File: src/rtl/fifo_rd_pkg.sv
// rtl/fifo_rd_pkg.sv - shared types and constants for the FIFO burst reader
package fifo_rd_pkg;

    typedef enum logic [1:0] {
        IDLE = 2'd0,
        RUN  = 2'd1,
        DONE = 2'd2
    } rd_state_t;

    localparam int BUF_DEPTH = 2;

endpackage

File: src/rtl/stream_skid_buf.sv
// rtl/stream_skid_buf.sv - small circular output buffer with push/pop, count and head word
import fifo_rd_pkg::*;

module stream_skid_buf #(
    parameter int DATA_W = 8
) (
    input  logic                          clk,
    input  logic                          rst,
    input  logic                          push,
    input  logic [DATA_W-1:0]             push_data,
    input  logic                          pop,
    output logic [$clog2(BUF_DEPTH+1)-1:0] count,
    output logic [DATA_W-1:0]             head_data
);

    localparam int PTR_W = (BUF_DEPTH > 1) ? $clog2(BUF_DEPTH) : 1;
    localparam int CNT_W = $clog2(BUF_DEPTH + 1);

    logic [DATA_W-1:0] mem_q [BUF_DEPTH];
    logic [DATA_W-1:0] mem_d [BUF_DEPTH];
    logic [PTR_W-1:0]  head_q, head_d;
    logic [PTR_W-1:0]  tail_q, tail_d;
    logic [CNT_W-1:0]  count_q, count_d;
    logic              do_push;
    logic              do_pop;

    function automatic logic [PTR_W-1:0] ptr_inc(input logic [PTR_W-1:0] p);
        return (p == PTR_W'(BUF_DEPTH - 1)) ? '0 : p + PTR_W'(1);
    endfunction

    always_comb begin
        mem_d   = mem_q;
        head_d  = head_q;
        tail_d  = tail_q;
        do_pop  = pop && (count_q != '0);
        // A full buffer can still take a word in the cycle its head leaves.
        do_push = push && ((count_q != CNT_W'(BUF_DEPTH)) || do_pop);
        if (do_push) begin
            mem_d[tail_q] = push_data;
            tail_d        = ptr_inc(tail_q);
        end
        if (do_pop) begin
            head_d = ptr_inc(head_q);
        end
        count_d = count_q + CNT_W'(do_push) - CNT_W'(do_pop);
    end

    always_ff @(posedge clk or posedge rst) begin
        if (rst) begin
            for (int i = 0; i < BUF_DEPTH; i++) begin
                mem_q[i] <= '0;
            end
            head_q  <= '0;
            tail_q  <= '0;
            count_q <= '0;
        end else begin
            mem_q   <= mem_d;
            head_q  <= head_d;
            tail_q  <= tail_d;
            count_q <= count_d;
        end
    end

    assign count     = count_q;
    assign head_data = mem_q[head_q];

endmodule

File: src/rtl/fifo_burst_reader.sv
// rtl/fifo_burst_reader.sv - pops a programmed burst from a FIFO and replays it as a stream
import fifo_rd_pkg::*;

module fifo_burst_reader #(
    parameter int DATA_W = 8,
    parameter int LEN_W  = 8
) (
    input  logic              clk,
    input  logic              rst,
    input  logic              start,
    input  logic [LEN_W-1:0]  burst_len,
    output logic              busy,
    output logic              done,
    output logic              fifo_rd_en,
    input  logic [DATA_W-1:0] fifo_data,
    input  logic              fifo_empty,
    output logic              m_valid,
    output logic [DATA_W-1:0] m_data,
    output logic              m_last,
    input  logic              m_ready
);

    localparam int CNT_W = $clog2(BUF_DEPTH + 1);

    rd_state_t        state_q, state_d;
    logic [LEN_W-1:0] len_q, len_d;
    logic [LEN_W-1:0] issued_q, issued_d;
    logic [LEN_W-1:0] sent_q, sent_d;
    logic             inflight_q, inflight_d;

    logic [CNT_W-1:0] occ;
    logic [CNT_W:0]   pending;
    logic             pop;
    logic             last_word;
    logic             rd_en;

    stream_skid_buf #(
        .DATA_W (DATA_W)
    ) u_buf (
        .clk       (clk),
        .rst       (rst),
        .push      (inflight_q),
        .push_data (fifo_data),
        .pop       (pop),
        .count     (occ),
        .head_data (m_data)
    );

    assign m_valid   = (occ != '0);
    assign pop       = m_valid && m_ready;
    assign last_word = (sent_q == len_q - LEN_W'(1));
    assign m_last    = m_valid && last_word;
    // Words the buffer must hold next cycle: current, plus the read in flight, minus this pop.
    assign pending   = {1'b0, occ} + (CNT_W+1)'(inflight_q) - (CNT_W+1)'(pop);

    always_comb begin
        state_d  = state_q;
        len_d    = len_q;
        issued_d = issued_q;
        sent_d   = sent_q;
        rd_en    = 1'b0;
        case (state_q)
            IDLE: begin
                if (start) begin
                    len_d    = burst_len;
                    issued_d = '0;
                    sent_d   = '0;
                    state_d  = (burst_len == '0) ? DONE : RUN;
                end
            end
            RUN: begin
                rd_en = !fifo_empty && (issued_q < len_q) && (pending < (CNT_W+1)'(BUF_DEPTH));
                if (rd_en) begin
                    issued_d = issued_q + LEN_W'(1);
                end
                if (pop) begin
                    sent_d = sent_q + LEN_W'(1);
                    if (last_word) begin
                        state_d = DONE;
                    end
                end
            end
            DONE: begin
                state_d = IDLE;
            end
            default: begin
                state_d = IDLE;
            end
        endcase
        inflight_d = rd_en;
    end

    always_ff @(posedge clk or posedge rst) begin
        if (rst) begin
            state_q    <= IDLE;
            len_q      <= '0;
            issued_q   <= '0;
            sent_q     <= '0;
            inflight_q <= 1'b0;
        end else begin
            state_q    <= state_d;
            len_q      <= len_d;
            issued_q   <= issued_d;
            sent_q     <= sent_d;
            inflight_q <= inflight_d;
        end
    end

    assign fifo_rd_en = rd_en;
    assign busy       = (state_q != IDLE);
    assign done       = (state_q == DONE);

endmodule

File: config.mk
export PLATFORM = sky130hd
export DESIGN_NAME = fifo_burst_reader
export DESIGN_NICKNAME = d
export VERILOG_FILES = /design/src/rtl/fifo_rd_pkg.sv /design/src/rtl/stream_skid_buf.sv /design/src/rtl/fifo_burst_reader.sv
export SDC_FILE = /design/constraint.sdc
export NUM_CORES = 1
export LEC_CHECK = 0
export BUFFER_PORTS_ARGS = -buffer_cell sky130_fd_sc_hd__clkbuf_2
export CORE_UTILIZATION = 45
export CTS_BUF_LIST = sky130_fd_sc_hd__clkbuf_8
export DETAILED_ROUTE_END_ITERATION = 8
export PLACE_DENSITY = 0.71
export SYNTH_ARGS = -nofsm -noshare
export SYNTH_HDL_FRONTEND = slang
export SYNTH_SLANG_ARGS = --single-unit
File: constraint.sdc
create_clock -name clk -period 3.7 [get_ports clk]
set_input_delay 0.74 -clock clk [delete_from_list [all_inputs] [get_ports clk]]
set_output_delay 0.74 -clock clk [all_outputs]
set_load 0.005 [all_outputs]
# After elaboration in Yosys (flattened, before gate mapping)

Index checks and enable logic that the tools add are counted.

Register bits after elaboration: 47
Bits of input ports: 21
Output and inout bits: 13
Logic and storage cells: 71

Add/sub/neg operators: 9
$lt $le $gt $ge: 5
Eq/ne operators: 8
Muxes and demuxes: 19
Bitwise gates (word level): 2
Reductions and logical operators: 18

Operators by type and width:

| cell                                                                         | number |
|---|---|
| 8-bit 2-to-1 mux                                                             | 7 |
| 8-bit one-hot mux with 2 select lines                                        | 2 |
| 8-bit by 1-bit adder with 8-bit output, second input constant                | 2 |
| 16-bit bitwise mux                                                           | 1 |
| 2-bit inequality test, second input constant                                 | 5 |
| 3-bit AND reduction                                                          | 3 |
| 8-bit demux with 1-bit select                                                | 1 |
| 8-bit == test                                                                | 1 |
| 8-bit logical NOT                                                            | 1 |
| 8-bit less-than comparator                                                   | 1 |
| 2-bit 2-to-1 mux                                                             | 4 |
| 8-bit by 1-bit subtractor with 8-bit output, second input constant           | 1 |
| 1-bit logical AND                                                            | 7 |
| 2-bit nonzero test                                                           | 3 |
| 2-bit greater-or-equal comparator, second input constant                     | 2 |
| 1-bit NOT with 2-bit output                                                  | 2 |
| 2-bit one-hot mux with 2 select lines                                        | 1 |
| 2-bit by 1-bit adder with 3-bit output                                       | 1 |
| 3-bit by 2-bit less-than comparator with 1-bit output, second input constant | 1 |
| 1-bit 2-to-1 mux                                                             | 3 |
| 3-bit by 1-bit subtractor with 3-bit output                                  | 1 |
| 1-bit adder, second input constant                                           | 2 |
| 2-bit by 1-bit adder with 2-bit output                                       | 1 |
| 2-bit by 1-bit == test with 1-bit output, second input constant              | 1 |
| 7 further kinds                                                              | 7 |

# Logic depth before layout (Yosys ltp)

Gate-level depths: netlist of run 1.

Word-level depth: 7
Mapped depth: 12
Mapped depth without buffers: 12

# Cells and area by module

Synthesis of run 1 repeated with hierarchy kept, for this count alone.

Cells, all modules: 256
Area, all modules: 2661.3 sq um

Modules (own cells, without submodules):

| module            | times used | cells each | area an instance (sq um) | seq. area each (sq um) |
|---|---|---|---|---|
| fifo_burst_reader | 1          | 191        | 1729.2                   | 675.6 |
| stream_skid_buf   | 1          | 65         | 932.1                    | 500.5 |

# Worst setup path after synthesis of run 1

No wires, ideal clock.

Path kind: input to output
From: input m_ready
To: output fifo_rd_en
Arrival: 2.469 ns
Required time: 2.960 ns
Slack: 0.491 ns
Cell stages on the path: 8
Buffers on the path: 0
Cell sequence: nand2_1 inv_1 ha_1 nand2b_1 fa_1 nor3b_1 nand4_1 a21oi_2

Cells in the longest elaborated chain, start to end: 5

Ends and longest elaborated chain:

| what                                                  | RTL line                | RTL |
|---|---|---|
| start: declaration                                    | fifo_burst_reader.sv:20 | `input logic m_ready` |
| 1-bit logical AND                                     | fifo_burst_reader.sv:50 | `assign pop = m_valid && m_ready;` |
| 3-bit by 1-bit subtractor with 3-bit output           | fifo_burst_reader.sv:54 | `assign pending = {1'b0, occ} + (CNT_W+1)'(inflight_q) - (CNT_W+1)'(pop);` |
| 3-bit by 2-bit less-than comparator with 1-bit output | fifo_burst_reader.sv:72 | `rd_en = !fifo_empty && (issued_q < len_q) && (pending < (CNT_W+1)'(BUF_DEPTH));` |
| 1-bit logical AND                                     | fifo_burst_reader.sv:72 |  |
| 1-bit 2-to-1 mux                                      | fifo_burst_reader.sv:62 | `case (state_q)` |
| end: declaration                                      | fifo_burst_reader.sv:14 | `output logic fifo_rd_en,` |

Every way passes these cells.

# Worst setup path after layout of run 1

From: register u_buf.count_q[1], in the netlist u_buf.count[1]
To: output fifo_rd_en

Cells in the longest elaborated chain, start to end: 6
Elaborated cells between the ends (all ways): 7
Those cells by class: 2 x add/sub; 1 x order compare; 1 x mux; 3 x reduce/logical

Ends and longest elaborated chain:

| what                                                                                           | RTL line                | RTL |
|---|---|---|
| start: declaration                                                                             | stream_skid_buf.sv:23   | `logic [CNT_W-1:0] count_q, count_d;` |
| start signal: assignment                                                                       | stream_skid_buf.sv:60   | `count_q <= count_d;` |
| parallel branches: the longest is 2 deep, another holds 2-bit by 1-bit adder with 3-bit output | n/a                     |  |
| 3-bit by 1-bit subtractor with 3-bit output *                                                  | fifo_burst_reader.sv:54 |  |
| 3-bit by 2-bit less-than comparator with 1-bit output *                                        | fifo_burst_reader.sv:72 |  |
| 1-bit logical AND *                                                                            | fifo_burst_reader.sv:72 |  |
| 1-bit 2-to-1 mux *                                                                             | fifo_burst_reader.sv:62 |  |

Every way passes the cells marked *.

==> metrics.md, run 1 <==
| Metric | Value |
|---|---|
| Worst skew pair latency | roughly 310 ps |
| Post-synth top cells | dfrtp_1, nand2_1, mux2_1, inv_1, nor2_1 |
| Post-DP HPWL | approximately 3700 µm |
| Die H | roughly 80 µm |
| Fin util | between 50% and 60% |
| FP Rows | 27 |
| DR WL/cell | between 10 and 15 µm |
| Sink Count | between 40 and 50 |
| Max-cap violation count | 0 |
| All-Layer GR Usage | between 10% and 20% |
| DRT iter0 DRCs | 100 |
| CP Cell Sequence | inv_2, nand2_1, nand2_1, inv_1, ha_1, nand2b_1, fa_1, nor3b_1, nand4_1, a21oi_2, clkbuf_2 |
| Worst-path clk slew | ~90 ps |
| # hold bufs at CTS | 0 |
| Crit path DAT | ~2600 ps |
| EDFF count, synth | 0 |
| Initial Util | 47.3% |
| Fraction of registers with async set/reset | 100% |
| Seq/Total Area, Yosys | 44.6% |
| Area of the multi-input gates | 0.00136 mm² |
| Register area | around 0.0012 mm² |
| Ranking of synthesized cells by area | dfrtp_1, mux2_1, ha_1 |
| First-pass GRT wire length | around 8700 µm |
| Via count | 1,934 |
| Peak supply drop | roughly 370 µV |
| Routed wire length | roughly 5000 µm |
| Setup_tns | 0 ps |
| Reg2reg start | u_buf.count[1] |
| Initial antenna violation count | 0 |
| Synthesized cell area | approximately 0.0026 mm² |
| Min-Delay Endpoint | state_q[0] |
| Vias per inst | roughly 5.3 |
| H-tree depth | 2 |
| Final period utilization | just over 90% |
| CTS tree | built |
| Fillers | 531 |
| CP peak stage delay | 470 ps |
| Clock Tree Buf Depth | 2 |
| Drt first pass iters | 4 |
| Most common cell in the synthesized netlist | dfrtp_1 |
| Net count, final | around 330 |
| DRC viols | 0 |
| Setup slack, reg-to-reg | roughly 760 ps |
| WHS Path Cells | 1 |
| Post-CTS sizing | 0 |
| Synth-to-Final Area Change | 12.3% |
| Die area | ~0.0062 mm² |
| Crit path max-delay family | adder cells |
| Yosys cell types | 47 |
| Worst rel slew slack | roughly a third |
| PwrDens | between 700 and 800 mW/mm² |
| Final ANT Viol Nets | 0 |
| Max Slew Vio Count | 0 |
| Clk root buf | clkbuf_8 |
| Status | finished, final reports clean |
| Area of the core | approximately 0.0056 mm² |
| Port Buf Inserts | 33 |
| Kind of critical path | flip-flop to output pin |
| Crit-path slowest cell | fa_1 |
| Min-Delay Startpoint | state_q[1] |
| WP data required | 2960 ps |
| Yosys top cell by area | dfrtp_1 |
| Crit path time final | about 3400 ps |
| Worst path most repeated cell | nand2_1 |
| Fin. Hold Viols | 0 |
| WP buf/inv | 3 |
| Crit Path Max Fanout | 4 |
| Crit end category | output pin |
| Largest net degree at the start of global routing | 48 |
| Worst Max-Slew Pin Slew | slightly below 1000 ps |
| Clock Skew | between 10 and 15 ps |
| Final setup fails | 0 |
| Number of global-route vias before repair | around 1,900 |
| Grt ovf | 0 |
| RR Endpoint | issued_q[4] |
| Worst hold slack | ~460 ps |
| Hold crit path type | flip-flop to flip-flop |
| RSZ-0062 raised after global routing | no |
| Leakage | between 1 and 1.5 nW |
| Gp weighted congestion | ~0.84 |
| Inserted Clock Buffers | 5 |
| Yosys warning count | 0 |
| Syn Inst Count | around 260 |
| Yosys top cell area share | between 40% and 50% |
| Reg2reg path depth | 13 |
| Max frequency | around 300 MHz |
| Synthesized area per cell | slightly above 10 µm² |
| Io pins | 34 |
| Seq cells post-synth | 47 |
| Critical path launch point type | flip-flop |
| Die width | ~80 µm |
| Syn_nets | 291 |
| Diode count | 0 |
| Post-CTS repair timing setup buffer count | 0 |
| Primary FF master, synth | dfrtp_1 |
| Layout cells sized above 1 | 21.6% |
[kinds of logic after synthesis]
kind of cell	Yosys count	synth area share (%)
compound gates	39	10.6
xor+xnor	24	7.97
fa+ha+maj	14	6.93
buf+inv	26	3.75
flops	47	44.6
mux	27	11.4
simple gates	79	14.8
[area by class of cell]
class / instances / area share [%]
well taps: 72 / 3.04
clock buffers: 5 / 2.32
inverters: 18 / 2.28
multi-input cells: 183 / 46.0
clock inverters: 3 / 0.549
flip-flops and latches: 47 / 39.7
repair buffers: 35 / 6.08
[per-layer routing]
metal | share of wire [%] | track usage (%) | wire, µm
met5 | 0 | 0 | 0
met4 | 2.1 | 8.33 | 104
met3 | 4.0 | 4.77 | 198
met2 | 45 | 28.2 | 2250
met1 | 48 | 24.4 | 2400
[flip-flops by register name (all words and copies together) (netlist names)]
name	count
u_buf.mem_q	16
sent_q	8
len_q	8
u_buf.tail_q	1
u_buf.count	2
state_q	2
issued_q	8
inflight_q	1
u_buf.head_q	1
[stage by stage]
step / total power, mW / cell area, µm² / cells / worst slack, ps
3_3_place_gp: 1.78 / 2880 / 355 / 470
5_1_grt: 2.29 / 2960 / 363 / 75.3
2_1_floorplan: 1.55 / 2640 / 256 / 491
4_1_cts: 2.12 / 2960 / 363 / 317
3_5_place_dp: 1.81 / 2880 / 355 / 443
6_report: 2.09 / 2960 / 363 / 335
[report_power, final]
part           internal [mW]  total [mW]  switching (mW)
sequential             0.699       0.894           0.195
combinational          0.447       0.896           0.449
clock                  0.130       0.305           0.176
total                   1.28        2.09           0.820
[cell usage in the layout, fill, tap and decap left out, types with 2 or more instances in the layout]
cell       netlist  routed
nand3_1          7       7
a211o_1          2       2
ha_1            13      13
nand2_1         29      29
mux2_1          16      16
nand4_1          6       6
a2111oi_2        3       3
mux2_2           8       8
clkbuf_2         0      33
and2_1           2       2
dfrtp_1         47      47
nor3_1           4       4
inv_2            3       4
o21ai_0         11      11
clkbuf_8         0       5
buf_4            0       2
a21oi_1          9       9
nor2b_1          3       3
mux2i_1          3       3
nor4_1           2       2
nand2b_1         2       2
inv_1           15      15
xnor2_1         12      12
a21oi_2          2       2
nor2_1          15      15
xor2_1          12      12
[how the worst max path moves through the flow]
stage | start | to | slack [ps] | depth (start not counted)
2_1_floorplan | m_ready | fifo_rd_en | 490 | 8
3_3_place_gp | m_ready | fifo_rd_en | 470 | 10
3_5_place_dp | m_ready | fifo_rd_en | 440 | 10
4_1_cts | u_buf.count[1] | fifo_rd_en | 320 | 11
5_1_grt | u_buf.count[1] | fifo_rd_en | 80 | 11
6_report | u_buf.count[1] | fifo_rd_en | 330 | 11
Note: power is estimated with default switching activity, not from simulation.
==> inputs of run 2 (changes only) <==
- PLACE_DENSITY: 0.71 -> not set
- RECOVER_POWER: not set -> 50
- SYNTH_HIERARCHICAL: not set -> 1
==> metrics.md, run 2 <==
| Metric | Value |
|---|---|
| Status | finished, final reports clean |
| Initial antenna violation count | 0 |
| Crit Path Max Fanout | 7 |
| Peak supply drop | 413 µV |
| Inserted Clock Buffers | 5 |
| NetSw | a little under 900 µW |
| Final period utilization | between 90 and 100% |
| Post-CTS sizing | 0 |
| Synth-to-Final Area Change | 14.4% |
| Synthesized area per cell | ~10 µm² |
| Worst skew pair latency | approximately 300 ps |
| Part of the power in combinational logic | approximately two fifths |
| Synth Area in XOR/XNOR | under 10% |
| Fin. Hold Viols | 0 |
| Diode count | 0 |
| # hold bufs at CTS | 0 |
| Hold crit path type | flip-flop to flip-flop |
| WHS Path Cells | 1 |
| Routed wire length | around 5100 µm |
| Initial Util | approximately 47% |
| First-pass GRT wire length | approximately 8700 µm |
| EDFF count, synth | 0 |
| DRT iter0 DRCs | 82 |
| Post-CTS repair timing setup buffer count | 0 |
| Post-DP HPWL | 3730 µm |
| Crit path DAT | ~2700 ps |
| Critical path launch point type | flip-flop |
| Seq/Total Area, Yosys | 44.2% |
| DR WL/cell | between 10 and 15 µm |
| Vias per inst | 5.26 |
| Final setup fails | 0 |
| Synth Area in Adders | under 10% |
| Met3 Usage GRT | 3.79% |
| Reg2reg start | u_buf/count[1] |
| Sequential power share | 39.9% |
| Worst Max-Slew Pin Slew | 1150 ps |
| Max Slew Vio Count | 0 |
| Crit path time final | 3460 ps |
| Syn_nets | 291 |
| Area of the core | 0.00561 mm² |
| Die H | 78.9 µm |
| Setup_tns | 0 ps |
| H-tree depth | 2 |
| Final ANT Viol Nets | 0 |
| Max-cap violation count | 0 |
| Met1 usage | between 20% and 30% |
| PwrDens | between 700 and 800 mW/mm² |
| Reg2reg path depth | 11 |
| Worst rel slew slack | 23.4% |
| Via count | between 1,500 and 2,000 |
| Ranking of synthesized cells by area | dfrtp_1, ha_1, mux2_2 |
| Leakage | between 1 and 1.5 nW |
| GR Layer Usage met2 | 28.2% |
| Gp weighted congestion | 0.769 |
| Clock Tree Buf Depth | 2 |
| Min-Delay Startpoint | u_buf/mem_q[14] |
| DP Worst Slack | 367 ps |
| Post-synthesis mux area share | a little under a tenth |
| Drt first pass iters | 4 |
| Min-Delay Endpoint | u_buf/mem_q[14] |
| Port Buf Inserts | 33 |
| Most common cell after layout, fill and taps aside | dfrtp_1 |
| Switching Fraction | between 30% and 40% |
| Max frequency | 289 MHz |
| Number of global-route vias before repair | roughly 1,900 |
| WP data required | around 3000 ps |
| RR Endpoint | issued_q[6] |
| Grt ovf | 0 |
| Clk network pwr share | between 10% and 20% |
| Global routing's busiest layer | met2 |
| Die area | between 0.006 and 0.007 mm² |
| Io pins | 34 |
| Layout cells sized above 1 | about a quarter |
| Yosys cell types | 50 |
| Largest family of logic cells by synthesized area | simple AND/OR/NAND/NOR gates |
| Yosys top cell by area | dfrtp_1 |
| Seq cells post-synth | 47 |
| Clk root buf | clkbuf_8 |
| Post-synth top cells | dfrtp_1, nand2_1, inv_1, nor2_1 |
| Most common cell in the synthesized netlist | dfrtp_1 |
| Most frequent cells in the layout | dfrtp_1, clkbuf_2, nand2_1 |
| P_int | approximately 1.5 mW |
| CTS tree | built |
| Die width | 78.9 µm |
| Synth Area in Simple Gates | roughly 17% |
| Fraction of the mapped netlist area in compound gates | 10.7% |
| FP Rows | 27 |
| Worst-path clk slew | 90 ps |
| Net count, final | approximately 330 |
| Max reg flops | 16 |
| Kind of critical path | flip-flop to output pin |
| Yosys warning count | 6 |
| Synthesized cell area | between 0.002 and 0.003 mm² |
| All-Layer GR Usage | between 10% and 20% |
| Setup slack, reg-to-reg | approximately 640 ps |
| Primary FF master, synth | dfrtp_1 |
| Sink Count | 47 |
| RSZ-0062 raised after global routing | no |
| Setup slack after layout | about 240 ps |
| Crit end category | output pin |
| DRC viols | 0 |
| Fraction of registers with async set/reset | between 90% and 100% |
| Syn Inst Count | 256 |
| Largest net degree at the start of global routing | 30 |
| Yosys top cell area share | 44.2% |
| Clock Skew | between 6 and 7 ps |
| Most flops, register | u_buf/mem_q |
[run 2: changes by cell type after synthesis, sizes merged, moves of 3 or more]
cell     previous run  this run
nor2               15        18
a21oi              11         7
o2bb2ai             0         6
mux2               24        18
o21ai              13        17
clkbuf              7         4
or2                 1         4
nand2              29        26
[run 2: through the flow]
step	utilization [%]	hold slack, ps	total power [mW]	instances	cell area [µm²]
floorplan	-	451	1.68	256	2660
global placement	51.9	469	1.95	359	2910
detailed placement	51.9	474	1.97	359	2910
CTS	54.4	496	2.43	367	3050
global route	54.3	516	2.60	367	3050
finish	54.3	491	2.40	367	3050
[run 2: cell type report]
class | instances | area, µm²
Clock inverter | 3 | 67.6
Multi-Input combinational cell | 186 | 1390
Tap cell | 72 | 90.1
Sequential cell | 47 | 1180
Inverter | 18 | 67.6
Fill cell | 516 | 2560
Timing Repair Buffer | 36 | 184
Clock buffer | 5 | 68.8
[run 2: power groups by stage]
stage / logic (mW) / clock network, mW / registers (mW)
floorplan: 0.789 / 0 / 0.888
global placement: 0.983 / 0 / 0.963
detailed placement: 1.01 / 0 / 0.963
CTS: 1.01 / 0.460 / 0.958
global route: 1.12 / 0.480 / 0.998
finish: 0.995 / 0.448 / 0.957
[run 2: logic make-up after synthesis]
group | after synthesis
and+or+nand+nor | 84
DFF | 47
AOI/OAI and AO/OA | 42
xor gates and xnor gates | 26
buffers and inverters | 23
muxes | 20
adders and majority gates | 14
[run 2: how the worst max path moves through the flow]
stage               cells past startpoint  slack, ps            from    endpoint
floorplan                               8        500         m_ready  fifo_rd_en
global placement                       10        380         m_ready  fifo_rd_en
detailed placement                     10        370         m_ready  fifo_rd_en
CTS                                     9        220  u_buf/count[1]  fifo_rd_en
global route                            9         10  u_buf/count[1]  fifo_rd_en
finish                                  9        240  u_buf/count[1]  fifo_rd_en
[run 2: worst max-delay path, cell delays in order, from the launching register on]
cell,delay (ps)
dfrtp_1,480
o21ai_1,380
inv_1,130
ha_1,280
nand2b_1,150
fa_1,380
xnor2_1,170
nand4_2,170
a21oi_2,160
clkbuf_2,130
[run 2: metal layers]
layer	wire length, µm	vias up
li1	-	956
met3	198	6
met2	2290	27
met4	58	0
met5	0	-
met1	2520	941
==> inputs of run 3 (changes only) <==
- CORE_ASPECT_RATIO: not set -> 1.75
- SLEW_MARGIN: not set -> 20
==> metrics.md, run 3 (synthesis results as in run 2) <==
| Metric | Value |
|---|---|
| Worst skew pair latency | around 300 ps |
| First-pass GRT wire length | about 9200 µm |
| Final period utilization | 93.2% |
| Critical path launch point type | flip-flop |
| Clock Tree Buf Depth | 2 |
| Worst-path clk slew | ~90 ps |
| Die H | around 100 µm |
| Io pins | 34 |
| Clock Skew | about 3.8 ps |
| Initial Util | between 40% and 50% |
| Post-DP HPWL | approximately 4200 µm |
| Area of the core | roughly 0.0056 mm² |
| DR top layer | met4 |
| DRC viols | 0 |
| M1 WL | 2110 µm |
| Most frequent cells in the layout | dfrtp_1, clkbuf_2, nand2_1 |
| Part of the power in combinational logic | between 40% and 50% |
| Grt ovf | 0 |
| Sink Count | between 40 and 50 |
| Max reg flops | 16 |
| Leakage | 1.39 nW |
| P_int | between 1 and 1.5 mW |
| Met2 wire length | 3020 µm |
| DR WL/cell | ~15 µm |
| Synth-to-Final Area Change | 12.5% |
| All-Layer GR Usage | between 15 and 20% |
| FP Rows | 36 |
| Setup_tns | 0 ps |
| Sequential power share | between 40% and 50% |
| Layout cells sized above 1 | between 20% and 30% |
| DRT iter0 DRCs | 37 |
| Die area | approximately 0.0062 mm² |
| Max-cap violation count | 0 |
| Final ANT Viol Nets | 0 |
| Drt first pass iters | 4 |
| Crit path DAT | ~2700 ps |
| Post-CTS sizing | 0 |
| Kind of critical path | flip-flop to output pin |
| Post-CTS repair timing setup buffer count | 0 |
| Final setup fails | 0 |
| # hold bufs at CTS | 0 |
| CTS tree | built |
| Vias per inst | about 5.2 |
| Inserted Clock Buffers | 5 |
| PwrDens | ~750 mW/mm² |
| Max frequency | roughly 290 MHz |
| WP data required | 2960 ps |
| Clk network pwr share | 13.7% |
| Gp weighted congestion | just under 0.8 |
| Clk root buf | clkbuf_8 |
| Routed wire length | roughly 5400 µm |
| Fin. Hold Viols | 0 |
| Max Slew Vio Count | 0 |
| Most common cell after layout, fill and taps aside | dfrtp_1 |
| Largest net degree at the start of global routing | 30 |
| NetSw | 876 µW |
| Number of global-route vias before repair | between 2,000 and 2,500 |
| Worst rel slew slack | around 19% |
| Initial antenna violation count | 0 |
| Net count, final | 328 |
| Port Buf Inserts | 33 |
| Crit Path Max Fanout | 7 |
| Diode count | 0 |
| Switching Fraction | about two fifths |
| Crit path time final | 3450 ps |
| Via count | a little under 2,000 |
| Worst Max-Slew Pin Slew | between 1000 and 1500 ps |
| RSZ-0062 raised after global routing | no |
| Hold crit path type | flip-flop to flip-flop |
| Peak supply drop | between 300 and 400 µV |
| Met3 WL | between 100 and 150 µm |
| Most flops, register | u_buf/mem_q |
| Status | finished, final reports clean |
| Crit end category | output pin |
| Fin util | 53.2% |
| H-tree depth | 2 |
| Die width | 60.1 µm |
[run 3: cell count changes in the layout (fill, tap and decap cells not counted), sizes merged]
cell    delta
inv        +1
clkinv     +1
buf        -1
bufinv     -2
[run 3: layout make-up]
class / instances / area (µm²)
Inverter: 18 / 67.6
Multi-Input combinational cell: 186 / 1400
Clock inverter: 3 / 16.3
Tap cell: 76 / 95.1
Sequential cell: 47 / 1180
Clock buffer: 5 / 68.8
Fill cell: 552 / 2640
Timing Repair Buffer: 35 / 175
[run 3: metal layers]
| metal | vias up | track usage [%] |
|---|---|---|
| met5 | - | 0 |
| met4 | 0 | 7.64 |
| met3 | 12 | 3.37 |
| met2 | 37 | 36.1 |
| met1 | 919 | 20.0 |
| li1 | 958 | - |
[run 3: path summary, 6_finish.rpt]
kind                                    to  depth (start not counted)  slack [ps]            start
setup / recovery                fifo_rd_en                          9         250   u_buf/count[1]
setup reg to reg               issued_q[5]                         10         800   u_buf/count[1]
min in group asynchronous  u_buf/mem_q[13]                          2         540              rst
max in group asynchronous       state_q[0]                          2        2390              rst
hold / removal             u_buf/mem_q[11]                          1         490  u_buf/mem_q[11]
hold reg to reg            u_buf/mem_q[11]                          1         490  u_buf/mem_q[11]
[run 3: critical path, stage by stage, from the launching register on]
cell	delay [ps]
dfrtp_1	490
o21ai_2	290
inv_1	120
ha_1	270
nand2b_1	150
fa_1	380
xnor2_1	180
nand4_2	220
a21oi_2	180
clkbuf_2	130
[run 3: power groups by stage]
stage / clock, mW / sequential, mW / combinational (mW)
6_report: 0.309 / 0.958 / 0.985
3_5_place_dp: 0 / 0.968 / 0.998
2_1_floorplan: 0 / 0.888 / 0.789
3_3_place_gp: 0 / 0.963 / 0.981
5_1_grt: 0.337 / 0.997 / 1.13
4_1_cts: 0.319 / 0.960 / 1.01
[run 3: through the flow]
stage	instances	hold WS, ps	power (mW)	setup slack (ps)	area [µm²]
5_1_grt	370	516	2.46	60.4	2990
2_1_floorplan	256	451	1.68	502	2660
6_report	370	488	2.25	250	2990
3_3_place_gp	362	470	1.94	306	2910
3_5_place_dp	362	470	1.97	224	2910
4_1_cts	370	496	2.28	88.0	3000
